<file path="config.mk">
export PLATFORM = sky130hd
export DESIGN_NAME = video_timing_stream
export DESIGN_NICKNAME = d
export VERILOG_FILES = /design/src/rtl/video_timing_pkg.sv /design/src/rtl/video_raster_counter.sv /design/src/rtl/video_timing_stream.sv
export SDC_FILE = /design/constraint.sdc
export NUM_CORES = 1
export LEC_CHECK = 0
export ABC_AREA = 0
export BUFFER_PORTS_ARGS = -buffer_cell sky130_fd_sc_hd__buf_4
export CORE_ASPECT_RATIO = 0.7
export CORE_MARGIN = 2
export CORE_UTILIZATION = 48
export CTS_CLUSTER_DIAMETER = 30
export DETAILED_ROUTE_END_ITERATION = 10
export PLACE_DENSITY_LB_ADDON = 0.1
export SLEW_MARGIN = 40
export SYNTH_ARGS = -nofsm -noshare
export SYNTH_HDL_FRONTEND = slang
export SYNTH_SLANG_ARGS = --single-unit
export TNS_END_PERCENT = 100
</file>
<file path="constraint.sdc">
create_clock -name clk_pix -period 2.3 [get_ports clk_pix]
set_clock_uncertainty 0.2 [all_clocks]
set_input_delay 0.345 -clock clk_pix [delete_from_list [all_inputs] [get_ports clk_pix]]
set_output_delay 0.345 -clock clk_pix [all_outputs]
set_load 0.02 [all_outputs]
</file>
<file path="src/rtl/video_timing_pkg.sv">
// Shared raster timing types, 720p60 defaults, DVI control encodings and stream FSM states.
package video_timing_pkg;

    typedef struct packed {
        logic [15:0] active;
        logic [15:0] fp;
        logic [15:0] sync;
        logic [15:0] bp;
    } timing_t;

    localparam timing_t TIMING_720P60_H = '{active: 16'd1280, fp: 16'd110, sync: 16'd40, bp: 16'd220};
    localparam timing_t TIMING_720P60_V = '{active: 16'd720,  fp: 16'd5,   sync: 16'd5,  bp: 16'd20};

    localparam int unsigned PIX_W  = 24;
    localparam int unsigned CH_W   = 8;
    localparam int unsigned CTRL_W = 2;

    // Bit positions inside ctrl_ch0 = {vsync, hsync}
    localparam int unsigned CTRL_HSYNC_BIT = 0;
    localparam int unsigned CTRL_VSYNC_BIT = 1;
    localparam logic [CTRL_W-1:0] CTRL_IDLE = 2'b00;

    typedef enum logic [1:0] {
        ST_SEEK     = 2'd0,
        ST_WAIT_SOF = 2'd1,
        ST_STREAM   = 2'd2
    } stream_state_e;

    // Full period of one axis (active + porches + sync)
    function automatic int unsigned timing_total(timing_t t);
        return 32'(t.active) + 32'(t.fp) + 32'(t.sync) + 32'(t.bp);
    endfunction

endpackage

</file>
<file path="src/rtl/video_raster_counter.sv">
// Free-running h/v raster counters with combinational active/sync decode.
module video_raster_counter
    import video_timing_pkg::*;
#(
    parameter int unsigned H_ACTIVE = 32'(TIMING_720P60_H.active),
    parameter int unsigned H_FP     = 32'(TIMING_720P60_H.fp),
    parameter int unsigned H_SYNC   = 32'(TIMING_720P60_H.sync),
    parameter int unsigned H_BP     = 32'(TIMING_720P60_H.bp),
    parameter int unsigned V_ACTIVE = 32'(TIMING_720P60_V.active),
    parameter int unsigned V_FP     = 32'(TIMING_720P60_V.fp),
    parameter int unsigned V_SYNC   = 32'(TIMING_720P60_V.sync),
    parameter int unsigned V_BP     = 32'(TIMING_720P60_V.bp),
    parameter bit          H_POL    = 1'b1,
    parameter bit          V_POL    = 1'b1
) (
    input  logic clk_pix,
    input  logic rst_pix_n,
    output logic active_c_o,
    output logic hsync_c_o,
    output logic vsync_c_o,
    output logic origin_c_o
);

    localparam timing_t H_T = '{active: 16'(H_ACTIVE), fp: 16'(H_FP), sync: 16'(H_SYNC), bp: 16'(H_BP)};
    localparam timing_t V_T = '{active: 16'(V_ACTIVE), fp: 16'(V_FP), sync: 16'(V_SYNC), bp: 16'(V_BP)};
    localparam int unsigned H_TOTAL = timing_total(H_T);
    localparam int unsigned V_TOTAL = timing_total(V_T);
    localparam int unsigned HW = $clog2(H_TOTAL);
    localparam int unsigned VW = $clog2(V_TOTAL);

    localparam logic [HW-1:0] H_LAST     = HW'(H_TOTAL - 1);
    localparam logic [HW-1:0] H_ACT_END  = HW'(H_ACTIVE);
    localparam logic [HW-1:0] H_SYNC_BEG = HW'(H_ACTIVE + H_FP);
    localparam logic [HW-1:0] H_SYNC_END = HW'(H_ACTIVE + H_FP + H_SYNC);
    localparam logic [VW-1:0] V_LAST     = VW'(V_TOTAL - 1);
    localparam logic [VW-1:0] V_ACT_END  = VW'(V_ACTIVE);
    localparam logic [VW-1:0] V_SYNC_BEG = VW'(V_ACTIVE + V_FP);
    localparam logic [VW-1:0] V_SYNC_END = VW'(V_ACTIVE + V_FP + V_SYNC);

    logic [HW-1:0] h_q;
    logic [VW-1:0] v_q;

    // Pixel counter wraps at end of line and advances the line counter
    always_ff @(posedge clk_pix or negedge rst_pix_n) begin
        if (!rst_pix_n) begin
            h_q <= '0;
            v_q <= '0;
        end else if (h_q == H_LAST) begin
            h_q <= '0;
            v_q <= (v_q == V_LAST) ? '0 : v_q + VW'(1);
        end else begin
            h_q <= h_q + HW'(1);
        end
    end

    // Region and sync decode from the registered position
    always_comb begin
        active_c_o = (h_q < H_ACT_END) && (v_q < V_ACT_END);
        hsync_c_o  = ((h_q >= H_SYNC_BEG) && (h_q < H_SYNC_END)) ? H_POL : !H_POL;
        vsync_c_o  = ((v_q >= V_SYNC_BEG) && (v_q < V_SYNC_END)) ? V_POL : !V_POL;
        origin_c_o = (h_q == '0) && (v_q == '0);
    end

endmodule

</file>
<file path="src/rtl/video_timing_stream.sv">
// Raster timing generator that paces a valid/ready pixel stream onto DVI channels.
module video_timing_stream
    import video_timing_pkg::*;
#(
    parameter int unsigned H_ACTIVE = 32'(TIMING_720P60_H.active),
    parameter int unsigned H_FP     = 32'(TIMING_720P60_H.fp),
    parameter int unsigned H_SYNC   = 32'(TIMING_720P60_H.sync),
    parameter int unsigned H_BP     = 32'(TIMING_720P60_H.bp),
    parameter int unsigned V_ACTIVE = 32'(TIMING_720P60_V.active),
    parameter int unsigned V_FP     = 32'(TIMING_720P60_V.fp),
    parameter int unsigned V_SYNC   = 32'(TIMING_720P60_V.sync),
    parameter int unsigned V_BP     = 32'(TIMING_720P60_V.bp),
    parameter bit          H_POL    = 1'b1,
    parameter bit          V_POL    = 1'b1
) (
    input  logic              clk_pix,
    input  logic              rst_pix_n,
    input  logic              enable,
    input  logic              s_valid,
    output logic              s_ready,
    input  logic [PIX_W-1:0]  s_data,
    input  logic              s_first,
    output logic              de,
    output logic [CH_W-1:0]   data_ch0,
    output logic [CH_W-1:0]   data_ch1,
    output logic [CH_W-1:0]   data_ch2,
    output logic [CTRL_W-1:0] ctrl_ch0,
    output logic [CTRL_W-1:0] ctrl_ch1,
    output logic [CTRL_W-1:0] ctrl_ch2,
    output logic              frame_start,
    output logic              underrun,
    input  logic              clr_err
);

    stream_state_e     state_q, state_d;
    logic              live_q;
    logic              de_q;
    logic [PIX_W-1:0]  pix_q;
    logic [CTRL_W-1:0] ctrl_q;
    logic              fs_q;
    logic              underrun_q;

    logic active_c, hsync_c, vsync_c, origin_c;
    logic accept_c, show_c, urun_c;

    video_raster_counter #(
        .H_ACTIVE (H_ACTIVE), .H_FP (H_FP), .H_SYNC (H_SYNC), .H_BP (H_BP),
        .V_ACTIVE (V_ACTIVE), .V_FP (V_FP), .V_SYNC (V_SYNC), .V_BP (V_BP),
        .H_POL    (H_POL),    .V_POL (V_POL)
    ) u_raster (
        .clk_pix    (clk_pix),
        .rst_pix_n  (rst_pix_n),
        .active_c_o (active_c),
        .hsync_c_o  (hsync_c),
        .vsync_c_o  (vsync_c),
        .origin_c_o (origin_c)
    );

    // Lock/stream decisions for the current raster position
    always_comb begin
        state_d  = state_q;
        accept_c = 1'b0;
        show_c   = 1'b0;
        urun_c   = 1'b0;
        if (!enable) begin
            state_d = ST_SEEK;
        end else begin
            case (state_q)
                ST_SEEK: begin
                    // Drain junk; the start-of-frame beat is left waiting on the bus
                    if (s_valid && s_first) begin
                        state_d = ST_WAIT_SOF;
                    end else begin
                        accept_c = live_q;
                    end
                end
                ST_WAIT_SOF: begin
                    if (origin_c) begin
                        if (s_valid) begin
                            accept_c = 1'b1;
                            show_c   = 1'b1;
                            state_d  = ST_STREAM;
                        end else begin
                            urun_c  = 1'b1;
                            state_d = ST_SEEK;
                        end
                    end
                end
                ST_STREAM: begin
                    if (active_c) begin
                        if (!s_valid) begin
                            urun_c  = 1'b1;
                            state_d = ST_SEEK;
                        end else if (s_first && !origin_c) begin
                            // Early start-of-frame: hold it and blank until next frame
                            state_d = ST_WAIT_SOF;
                        end else begin
                            accept_c = 1'b1;
                            show_c   = 1'b1;
                        end
                    end
                end
                default: state_d = ST_SEEK;
            endcase
        end
    end

    assign s_ready = accept_c;

    // State and output register stage; black is driven whenever no beat is shown
    always_ff @(posedge clk_pix or negedge rst_pix_n) begin
        if (!rst_pix_n) begin
            state_q                <= ST_SEEK;
            live_q                 <= 1'b0;
            de_q                   <= 1'b0;
            pix_q                  <= '0;
            ctrl_q[CTRL_HSYNC_BIT] <= !H_POL;
            ctrl_q[CTRL_VSYNC_BIT] <= !V_POL;
            fs_q                   <= 1'b0;
            underrun_q             <= 1'b0;
        end else begin
            state_q                <= state_d;
            live_q                 <= 1'b1;
            de_q                   <= active_c;
            pix_q                  <= show_c ? s_data : '0;
            ctrl_q[CTRL_HSYNC_BIT] <= hsync_c;
            ctrl_q[CTRL_VSYNC_BIT] <= vsync_c;
            fs_q                   <= origin_c;
            if (urun_c) begin
                underrun_q <= 1'b1;
            end else if (clr_err) begin
                underrun_q <= 1'b0;
            end
        end
    end

    assign de          = de_q;
    assign data_ch0    = pix_q[7:0];
    assign data_ch1    = pix_q[15:8];
    assign data_ch2    = pix_q[23:16];
    assign ctrl_ch0    = ctrl_q;
    assign ctrl_ch1    = CTRL_IDLE;
    assign ctrl_ch2    = CTRL_IDLE;
    assign frame_start = fs_q;
    assign underrun    = underrun_q;

endmodule
</file>
==> Word level (Yosys, flattened, before mapping) <==
Index checks and enable logic that the tools add are counted.
W data, S select, Z words.
{ "word_totals": {"latch_bits": 0, "rom_bits": 0, "memories": 0, "reg_bits": 53, "wordCells": 67, "mem_bits_rw": 0, "output_inout_bits": 34, "in_bits": 30} }
{ "op_classes": {"div_mod_pow": 0, "n_addsub": 2, "n_lt_le_gt_ge": 6, "shifts": 0, "eq_ne": 8, "n_reduce_logical": 12, "bitwise_logic": 0, "muxes": 30, "n_mul": 0} }
{ "ops": {"columns": ["cell", "count"], "rows": [
  ["$mux W24", 1],
  ["$lt A11 B11 Y1 const B", 2],
  ["$lt A10 B10 Y1 const B", 2],
  ["$mux W1", 16],
  ["$mux W2", 7],
  ["$add A11 B1 Y11 const B", 1],
  ["$eq A11 B11 Y1 const B", 1],
  ["$ge A11 B11 Y1 const B", 1],
  ["$logic_not A11 Y1", 1],
  ["$mux W11", 1],
  ["$add A10 B1 Y10 const B", 1],
  ["$eq A10 B10 Y1 const B", 1],
  ["$ge A10 B10 Y1 const B", 1],
  ["$logic_not A10 Y1", 1],
  ["$mux W10", 1],
  ["$ne A3 B3 Y1 const B", 3],
  ["$logic_and A1 B1 Y1", 6],
  ["$pmux W2 S3", 1],
  ["$ne A4 B4 Y1 const B", 1],
  ["$pmux W1 S2", 2],
  ["$reduce_and A4 Y1", 1],
  ["$pmux W1 S3", 1],
  ["$eq A2 B1 Y1 const B", 1],
  ["$eq A2 B2 Y1 const B", 1],
  ["3 further kinds", 3]
]} }

==> Depth between registers and ports, before layout <==
Gate-level depths: netlist of run 1.
{ "logic_depth": {"word_depth": 10, "ltp_mapped": 8, "depth_no_buf": 7} }

==> Hierarchy <==
A second synthesis of run 1 with hierarchy kept.
{ "unflattened": {"cells_unflattened": 240, "area_unflattened_um2": 2557.5} }
{ "by_module_without_submodules": {"columns": ["mod", "seq_area_each_um2", "cells_each", "n_inst", "area_per_inst_um2"], "rows": [
  ["video_raster_counter", 525.5, 143, 1, 1298.7],
  ["video_timing_stream", 800.8, 97, 1, 1258.7]
]} }

==> Worst setup path after synthesis of run 1 <==
OpenSTA, ideal clock, no wires.
{ "synth_path": {"path_kind": "register to output", "from": "register u_raster.h_q[7]", "to": "output s_ready", "required_ns": 1.755, "setup_slack_ns": -0.394, "n_path_buf": 0, "stages_incl_launch_ff": 6, "arrival_time_ns": 2.149, "cell_sequence": "dfrtp_1 -> or4_4 -> nand4b_4 -> o31ai_2 -> nand2_1 -> a311oi_1"} }
{ "synth_via": {"elab_chain_len": 9, "elab_cells_between_ends": 12, "cone_classes": "order compare (1); mux (6); reduce/logical (5)"} }
{ "synth_rtl": {"columns": ["element", "line_no", "source"], "rows": [
  ["from (decl)", "video_raster_counter.sv:40", "logic [HW-1:0] h_q;"],
  ["from (signal assigned)", "video_raster_counter.sv:52", "h_q <= h_q + HW'(1);"],
  ["parallel branches: the longest is 7 deep, another holds $lt A11 B11 Y1", null, null],
  ["$pmux W1 S3 *", "video_timing_stream.sv:68", "case (state_q)"],
  ["$mux W1 *", "video_timing_stream.sv:65", "if (!enable) begin"],
  ["to (decl)", "video_timing_stream.sv:20", "output logic s_ready,"]
]} }
Every way passes the cells marked *.

==> Worst setup path after layout of run 1 <==
{ "layout_path": {"from": "register u_raster.h_q[8]", "to": "output s_ready"} }
The elaborated chain is that of the path after synthesis.

==> run metrics, run 1 <==
drt pass-1 iters=4; violated checks=negative setup slack; Worst-Margin Slew=0.663 ns; Congestion Overflow GR=0; register area share after synthesis=51.9%; Synth Flop Type=dfrtp_1; Max VDD drop=0.000373 V; CP Launch Point=u_raster.h_q[8]; Syn Inst Count=272; largest cells by area after synthesis=dfrtp_1, nand2_1, nor2_1; htree depth=2; Cell Pwr Density=550 mW/mm^2; Die Wd=91.2 um; Area Overhead vs Synth=41.2%; crit path cell chain=or4_4 -> nand4b_4 -> o31ai_4 -> nand2_2 -> a311oi_4 -> buf_6; WL/cell=13.2 um; RSZ-0062 raised after global routing=yes; synthesized cell area=0.00256 mm^2; Post-synth EDFFs=0; CP Max Fanout=3; Setup crit start kind=register; Post-Layout Inst Area=0.00361 mm^2; critical path class=register to output port; worst r2r src=u_raster.h_q[8]; layout cells sized above 1=35.0%; FF-to-FF End=state_q[0]; # DRC=0; TritonCTS clock tree=done; fin crit share=119%; CTS sink count=53; setup slack after layout=-0.446 ns; fmax=364 MHz; Routed met2 length=2700 um; final setup violating endpoints=4; final hold vios=0; clk_lat worst skew=0.30 ns; Async SR Flop Fraction=100%; Post-DP HPWL=4320 um; crit path to=s_ready; leakage=1.71 nW; post-layout minimum cycle time=2.75 ns; Starting Density=49.2%; Yosys top cell by area=dfrtp_1; placed cell area=0.00337 mm^2; Core Footprint=0.00520 mm^2; # IOs=64; Final Max Tran Viols=0; Max-cap violations=0; fill count=393; Critical Path Sink Type=output port; max layer used=met4; CTS Buf Count=5; GRT Total Usage=21.2%; count leader, synth=dfrtp_1; Hold Path Class=input pin to register; PortBufs=59; final net count=417; Avg Cell Area, Syn=9.40 um^2; Routed WL=5910 um; slew margin rel.=55.8%; GPL Wtd Cong=0.875; critical path data required time=1.75 ns; initial antenna violation count=0; first-pass GRT wire length=9800 um; Site Rows=22; Post-DRT Antenna Nets=0; CTS Root Cell=clkbuf_8; n_diodes=0; DRT iter0 DRCs=201; largest net degree at the start of global routing=54; worst-case reg-to-reg path depth=9; Commonest cells post-synth=dfrtp_1, nand2_1, nor2_1, o21ai_0, ha_1; vias=2249; crit path DAT=2.20 ns; clock-pin slew on the worst setup and hold paths=0.09 ns; Netlist cell types=42; status=finished, violations left; Yosys reg bits=53; top cell type's share of synthesized area=51.9%; Vias/cell=5.01; Slowest-stage cell, CP=or4_4; vias in the first global route=2006; number of synthesis warnings=0; M1 wire length=2810 um; Worst path max stage delay=0.53 ns; r2r setup slk=-0.40 ns; Longest Clk Path Bufs=2; Die Ht=65.1 um; die area=0.00594 mm^2; Util after Layout=69.4%; WL met3=348 um
==> metrics by stage <==
stage                     TNS [ns]  std cells  hold WS, ns  setup WS (ns)  total power [W]
after global placement       -1.25        432        0.224        -0.0799          0.00126
after CTS                   -0.941        446       0.0393         -0.422          0.00200
after global routing         -2.76        449       0.0237         -0.528          0.00209
final                        -1.29        449       0.0310         -0.446          0.00199
after detailed placement    -0.206        433        0.224         -0.108          0.00126
after floorplan             -0.138        275       -0.151         -0.138          0.00115
==> worst min path at each step <==
stage	from	endpoint	cells after the start
after global routing	clr_err	underrun	2
final	clr_err	underrun	2
after CTS	clr_err	underrun	2
after detailed placement	rst_pix_n	ctrl_ch0[1]	1
after global placement	rst_pix_n	ctrl_ch0[1]	1
after floorplan	rst_pix_n	ctrl_ch0[0]	0
==> sequential cells by signal, indices dropped and copies added, names as in the netlist <==
name and flops:
ctrl_ch0 2, u_raster.h_q 11, state_q 2, live_q 1, pix_q 24, u_raster.v_q 10
de 1, underrun 1, frame_start 1
==> repair_timing <==
action,in CTS,in global routing
cloned,0,0
pin swaps,1,7
endpoints found under the setup margin,6,5
setup buffers,4,3
hold buffers,1,0
resized for setup,4,10
hold endpoints to repair,53,0
==> final cells by class <==
type	instances	area [um^2]	share of cell area (%)
Sequential cell	53	1330	36.7
Multi-Input combinational cell	198	1190	33.0
Timing Repair Buffer	108	832	23.0
Tap cell	72	90.1	2.49
Clock buffer	5	68.8	1.91
Clock inverter	3	65.1	1.80
Inverter	10	37.5	1.04
==> layer usage <==
layer / global-route usage [%] / vias up
met5: 0 / -
met2: 31.2 / 71
met4: 5.68 / 0
met3: 3.84 / 5
met1: 32.2 / 1056
li1: - / 1117
==> cell families after synthesis <==
family	after synthesis	share of synthesized area [%]
compound gates	37	9.05
xor+xnor	6	2.06
fa+ha+maj	11	5.38
buf+inv	24	4.21
flops	53	51.9
mux	4	1.61
other cells	2	0.294
simple gates	135	25.5
==> worst max-delay path, delay by kind of cell, from the launching register on <==
kind	cells	cell delay (ns)
and+or+nand+nor	3	0.85
AOI/OAI and AO/OA	2	0.51
buffers and inverters	1	0.16
DFF	1	0.38
==> report_power, final <==
part	internal, W	total [W]	switching [W]
registers	0.000943	0.000948	0.00000507
clock network	0.000432	0.000730	0.000298
logic	0.000140	0.000309	0.000169
total	0.00151	0.00199	0.000472
==> cells in the final DEF (no fill, tap or decap), types with 3 or more instances in the layout <==
| master | Yosys | routed |
|---|---|---|
| or3_1 | 4 | 4 |
| xnor2_1 | 3 | 3 |
| dfrtp_1 | 53 | 53 |
| nand3_1 | 8 | 8 |
| nand2_1 | 48 | 47 |
| inv_1 | 10 | 10 |
| o31ai_1 | 3 | 3 |
| ha_1 | 11 | 11 |
| nor2_2 | 0 | 6 |
| mux2i_1 | 3 | 3 |
| nor3_1 | 9 | 8 |
| xor2_1 | 3 | 3 |
| nor4_1 | 5 | 5 |
| o21ai_0 | 14 | 14 |
| clkbuf_8 | 0 | 5 |
| buf_6 | 0 | 5 |
| a31oi_1 | 3 | 3 |
| nor2_1 | 39 | 33 |
| and2_1 | 4 | 4 |
| conb_1 | 2 | 5 |
| buf_4 | 4 | 102 |
| a21oi_1 | 9 | 9 |
No activity file was read; power rests on OpenSTA's default activity.
==> run 2, diff against run 1 <==
--- a/config.mk
+++ b/config.mk
@@ -12,6 +12,7 @@
 export CORE_UTILIZATION = 48
 export CTS_CLUSTER_DIAMETER = 30
 export DETAILED_ROUTE_END_ITERATION = 10
+export GPL_TIMING_DRIVEN = 0
 export PLACE_DENSITY_LB_ADDON = 0.1
 export SLEW_MARGIN = 40
 export SYNTH_ARGS = -nofsm -noshare
==> run 2 against run 1 <==
  * The flow still finishes with violations (negative setup slack)
  * Worst setup slack got worse by 0.012 ns
  * Clock-buffer cell count did not move
  * Clock power increased by 1%
  * Sequential cell count did not move
  * Fmax down 0.44%
  * Final area decreased by 2.7%
  * Via count fell by 1.6%
  * Largest power group unchanged
==> run metrics, run 2 (same netlist as run 1, synthesis figures left out) <==
Cell Pwr Density=571 mW/mm^2; Vias/cell=5.16; CP Max Fanout=3; vias=2212; CP Launch Point=u_raster.h_q[3]; largest net degree at the start of global routing=54; fin crit share=120%; Max-cap violations=0; Hold Path Class=input pin to register; Post-DP HPWL=3850 um; Post-DRT Antenna Nets=0; layout cells sized above 1=33.3%; Die Wd=91.2 um; Max VDD drop=0.000330 V; Area Overhead vs Synth=37.3%; # IOs=64; RSZ-0062 raised after global routing=yes; clock-pin slew on the worst setup and hold paths=0.09 ns; first-pass GRT wire length=9270 um; setup slack after layout=-0.458 ns; DRT iter0 DRCs=122; commonest cells after routing, fill and taps aside=buf_4, dfrtp_1, nand2_1; TritonCTS clock tree=done; worst r2r src=u_raster.h_q[3]; Largest Register=pix_q; die area=0.00594 mm^2; final net count=397; GRT Total Usage=19.9%; crit path to=s_ready; Worst-Margin Slew=0.660 ns; # DRC=0; CTS Buf Count=5; post-layout minimum cycle time=2.76 ns; drt pass-1 iters=4; GPL Wtd Cong=0.871; Site Rows=22; flip-flop count of the largest register after layout=24; leakage=1.60 nW; fmax=363 MHz; Final Max Tran Viols=0; slew margin rel.=56.0%; most common cell after layout, fill and taps aside=buf_4; worst-case reg-to-reg path depth=7; htree depth=2; critical path data required time=1.75 ns; Hold Slack=0.0142 ns; crit path DAT=2.21 ns; r2r setup slk=-0.24 ns; n_diodes=0; CTS sink count=53; PortBufs=59; WL/cell=13.4 um; Congestion Overflow GR=0; Critical Path Sink Type=output port; Core Footprint=0.00520 mm^2; final hold vios=0; Routed WL=5760 um; Starting Density=49.2%; status=finished, violations left; clk_lat worst skew=0.31 ns; initial antenna violation count=0; TNS Setup=-0.944 ns; vias in the first global route=1868; FF-to-FF End=state_q[0]; Longest Clk Path Bufs=2; Die Ht=65.1 um; top flop regs=pix_q x24, u_raster.h_q x11, u_raster.v_q x10; CTS Root Cell=clkbuf_8; critical path class=register to output port; final setup violating endpoints=5; Setup crit start kind=register; violated checks=negative setup slack
[run 2: cell count changes in the layout (fill, tap and decap cells not counted), sizes merged]
cell,delta
clkbuf,+4
buf,-24
[run 2: worst max-delay path, cell delays in order (launching register included)]
cell	delay [ns]
dfrtp_1	0.39
or4_4	0.55
nand4b_4	0.22
o31ai_4	0.28
nand2_2	0.10
a311oi_4	0.22
buf_6	0.16
[run 2: worst min-delay path by stage]
stage          cells after the start  slack, ns               to  startpoint
2_1_floorplan                      0      -0.15      ctrl_ch0[0]   rst_pix_n
3_3_place_gp                       1       0.23  u_raster.v_q[5]   rst_pix_n
3_5_place_dp                       1       0.23  u_raster.v_q[0]   rst_pix_n
4_1_cts                            2      0.006         underrun     clr_err
5_1_grt                            2      0.003         underrun     clr_err
6_report                           2       0.01         underrun     clr_err
[run 2: layout make-up]
cell class,count,area (um^2)
Fill cell,410,1690
Clock inverter,3,65.1
Tap cell,72,90.1
Multi-Input combinational cell,198,1250
Sequential cell,53,1330
Clock buffer,5,68.8
Timing Repair Buffer,77,592
Buffer,11,80.1
Inverter,10,37.5
[run 2: report_power, final]
part | leakage (nW) | total, W | internal (W) | switching, W
Combinational | 0.822 | 0.000317 | 0.000142 | 0.000175
Sequential | 0.712 | 0.000951 | 0.000943 | 0.00000880
Clock | 0.0681 | 0.000737 | 0.000432 | 0.000305
[run 2: through the flow]
step / instances / setup slack [ns] / utilization [%] / total power (W) / instance area (um^2)
2_1_floorplan: 275 / -0.138 / - / 0.00115 / 2590
3_3_place_gp: 406 / -0.302 / 60.1 / 0.00125 / 3130
3_5_place_dp: 406 / -0.319 / 60.1 / 0.00125 / 3130
4_1_cts: 422 / -0.484 / 64.6 / 0.00200 / 3360
5_1_grt: 429 / -0.531 / 67.5 / 0.00211 / 3510
6_report: 429 / -0.458 / 67.5 / 0.00201 / 3510
[run 2: metal layers]
| metal | wire length (um) | track usage, % |
|---|---|---|
| met2 | 2550 | 28.0 |
| met4 | 72 | 6.25 |
| met3 | 396 | 4.19 |
| met1 | 2740 | 30.5 |
| met5 | 0 | 0 |
[run 2: what timing repair did]
action,in CTS,in global routing
hold buffers,1,0
resized for setup,10,31
gates cloned,0,2
setup buffers,8,8
endpoints found under the setup margin,14,30
hold endpoints to repair,53,0
pin swaps,5,7
==> run 3, diff against run 2 <==
--- a/config.mk
+++ b/config.mk
@@ -14,6 +14,7 @@
 export DETAILED_ROUTE_END_ITERATION = 10
 export GPL_TIMING_DRIVEN = 0
 export PLACE_DENSITY_LB_ADDON = 0.1
+export SKIP_CTS_REPAIR_TIMING = 1
 export SLEW_MARGIN = 40
 export SYNTH_ARGS = -nofsm -noshare
 export SYNTH_HDL_FRONTEND = slang
==> run 3 against run 2 <==
  * The run still ends with negative setup slack left
  * Via count down 2.4%
  * Combinational power down 6%
  * Clock-buffer cell count unchanged
  * Final area down 0.86%
  * Critical endpoint unchanged
  * Sequential share of layout area up 0.22 points
  * Register-to-register slack better by 0.12 ns
  * Non-clock buffer count down 6
  * First-iteration DRC count down 7.4%
  * Fmax down 3.9%
  * Clock power up 0.5%
  * Core utilization down 0.58 points
==> run metrics, run 3 (same netlist as run 1, synthesis figures left out) <==
status=finished, violations left; violated checks=negative setup slack; Slowest-stage cell, CP=or4_4; Post-DRT Antenna Nets=0; first-pass GRT wire length=9060 um; CTS Buf Count=5; initial antenna violation count=0; Cell Pwr Density=573 mW/mm^2; Worst-Margin Slew=0.658 ns; Hold Path Sink=underrun; leakage=1.56 nW; Hold Path Class=input pin to register; critical path class=register to output port; Routed met2 length=2480 um; post-layout minimum cycle time=2.87 ns; Worst path max stage delay=0.57 ns; fill count=419; final hold vios=0; # DRC=0; FF-to-FF End=pix_q[12]; Site Rows=22; largest net degree at the start of global routing=54; CTS Root Cell=clkbuf_8; Critical Path Sink Type=output port; top flop regs=pix_q x24, u_raster.h_q x11, u_raster.v_q x10; Hold Slack=0.0124 ns; vias in the first global route=1828; GPL Wtd Cong=0.871; Tot Pwr=0.00199 W; drt pass-1 iters=4; crit path cell chain=or4_4 -> nand4b_4 -> o31ai_4 -> nand2_2 -> a311oi_4 -> buf_6; PortBufs=59; Die Wd=91.2 um; RSZ-0062 raised after global routing=yes; GRT Total Usage=19.4%; DRT iter0 DRCs=113; Max-cap violations=0; htree depth=2; Util after Layout=66.9%; commonest cells after routing, fill and taps aside=buf_4, dfrtp_1, nand2_1; die area=0.00594 mm^2; critical path data required time=1.75 ns; M1 wire length=2700 um; CP Max Fanout=5; TritonCTS clock tree=done; vias=2159; final net count=391; flip-flop count of the largest register after layout=24; layout cells sized above 1=33.3%; setup slack after layout=-0.570 ns; crit path DAT=2.32 ns; clk_lat worst skew=0.31 ns; WL met3=375 um; Hold Path Depth=2; worst-case reg-to-reg path depth=7; max layer used=met4; final setup violating endpoints=25; worst r2r src=u_raster.h_q[8]; hold_sp=clr_err; clock-pin slew on the worst setup and hold paths=0.10 ns; Core Footprint=0.00520 mm^2; Max VDD drop=0.000330 V; Largest Register=pix_q; Congestion Overflow GR=0; Longest Clk Path Bufs=2; Area Overhead vs Synth=36.2%; WL/cell=13.3 um; TNS Setup=-2.48 ns; Setup crit start kind=register; CTS sink count=53; Vias/cell=5.10; fin crit share=125%; fmax=348 MHz; Routed WL=5620 um; Die Ht=65.1 um; n_diodes=0; # IOs=64; Final Max Tran Viols=0; most common cell after layout, fill and taps aside=buf_4; r2r setup slk=-0.12 ns; Starting Density=49.2%; Post-DP HPWL=3850 um; slew margin rel.=56.1%
## run 3: cell types whose count changed in the layout (fill, tap and decap cells not counted), moves of 3 or more
cell and delta:
nor2_2 +11, clkbuf_1 +3, dfrtp_2 -3, dfrtp_1 +3
nor2_1 -12, buf_4 -8
## run 3: critical path: cells and delay by family (launching register included)
kind	cells	cell delay [ns]
AND/OR/NAND/NOR	3	0.91
buffers and inverters	1	0.16
flip-flops	1	0.43
AO/OA/AOI/OAI	2	0.52
## run 3: worst max path at each step
stage               startpoint  endpoint  slack, ns  cells after the start
2_1_floorplan  u_raster.h_q[2]   s_ready      -0.14                      5
3_3_place_gp   u_raster.h_q[2]   s_ready      -0.30                      6
3_5_place_dp   u_raster.h_q[2]   s_ready      -0.32                      6
4_1_cts        u_raster.v_q[2]   s_ready      -0.67                      7
5_1_grt        u_raster.h_q[8]   s_ready      -0.65                      6
6_report       u_raster.h_q[8]   s_ready      -0.57                      6
## run 3: through the flow
| step | instance area, um^2 | worst slack, ns | std cells |
|---|---|---|---|
| final | 3480 | -0.570 | 423 |
| after detailed placement | 3130 | -0.319 | 406 |
| after global placement | 3130 | -0.302 | 406 |
| after global routing | 3480 | -0.654 | 423 |
| after CTS | 3260 | -0.674 | 414 |
| after floorplan | 2590 | -0.138 | 275 |
## run 3: area by class of cell
class                      count  area (um^2)  area share, %
sequential                    53         1330           38.1
inverter                      10         37.5           1.08
clock inverter                 3         65.1           1.87
multi-input combinational    198         1280           36.7
tap                           72         90.1           2.59
timing repair buffer          69          532           15.3
buffer                        13         82.6           2.37
clock buffer                   5         68.8           1.98
## run 3: power breakdown
group	leakage (nW)	total [W]	switching (W)	internal [W]
registers	0.716	0.000955	0.0000125	0.000943
logic	0.774	0.000299	0.000170	0.000129
clock network	0.0681	0.000741	0.000308	0.000432
## run 3: routing by layer
metal / vias to the layer above / GRT usage, %
met3: 7 / 4.19
met1: 1020 / 29.8
met2: 67 / 27.2
li1: 1065 / -
met5: - / 0
met4: 0 / 6.25
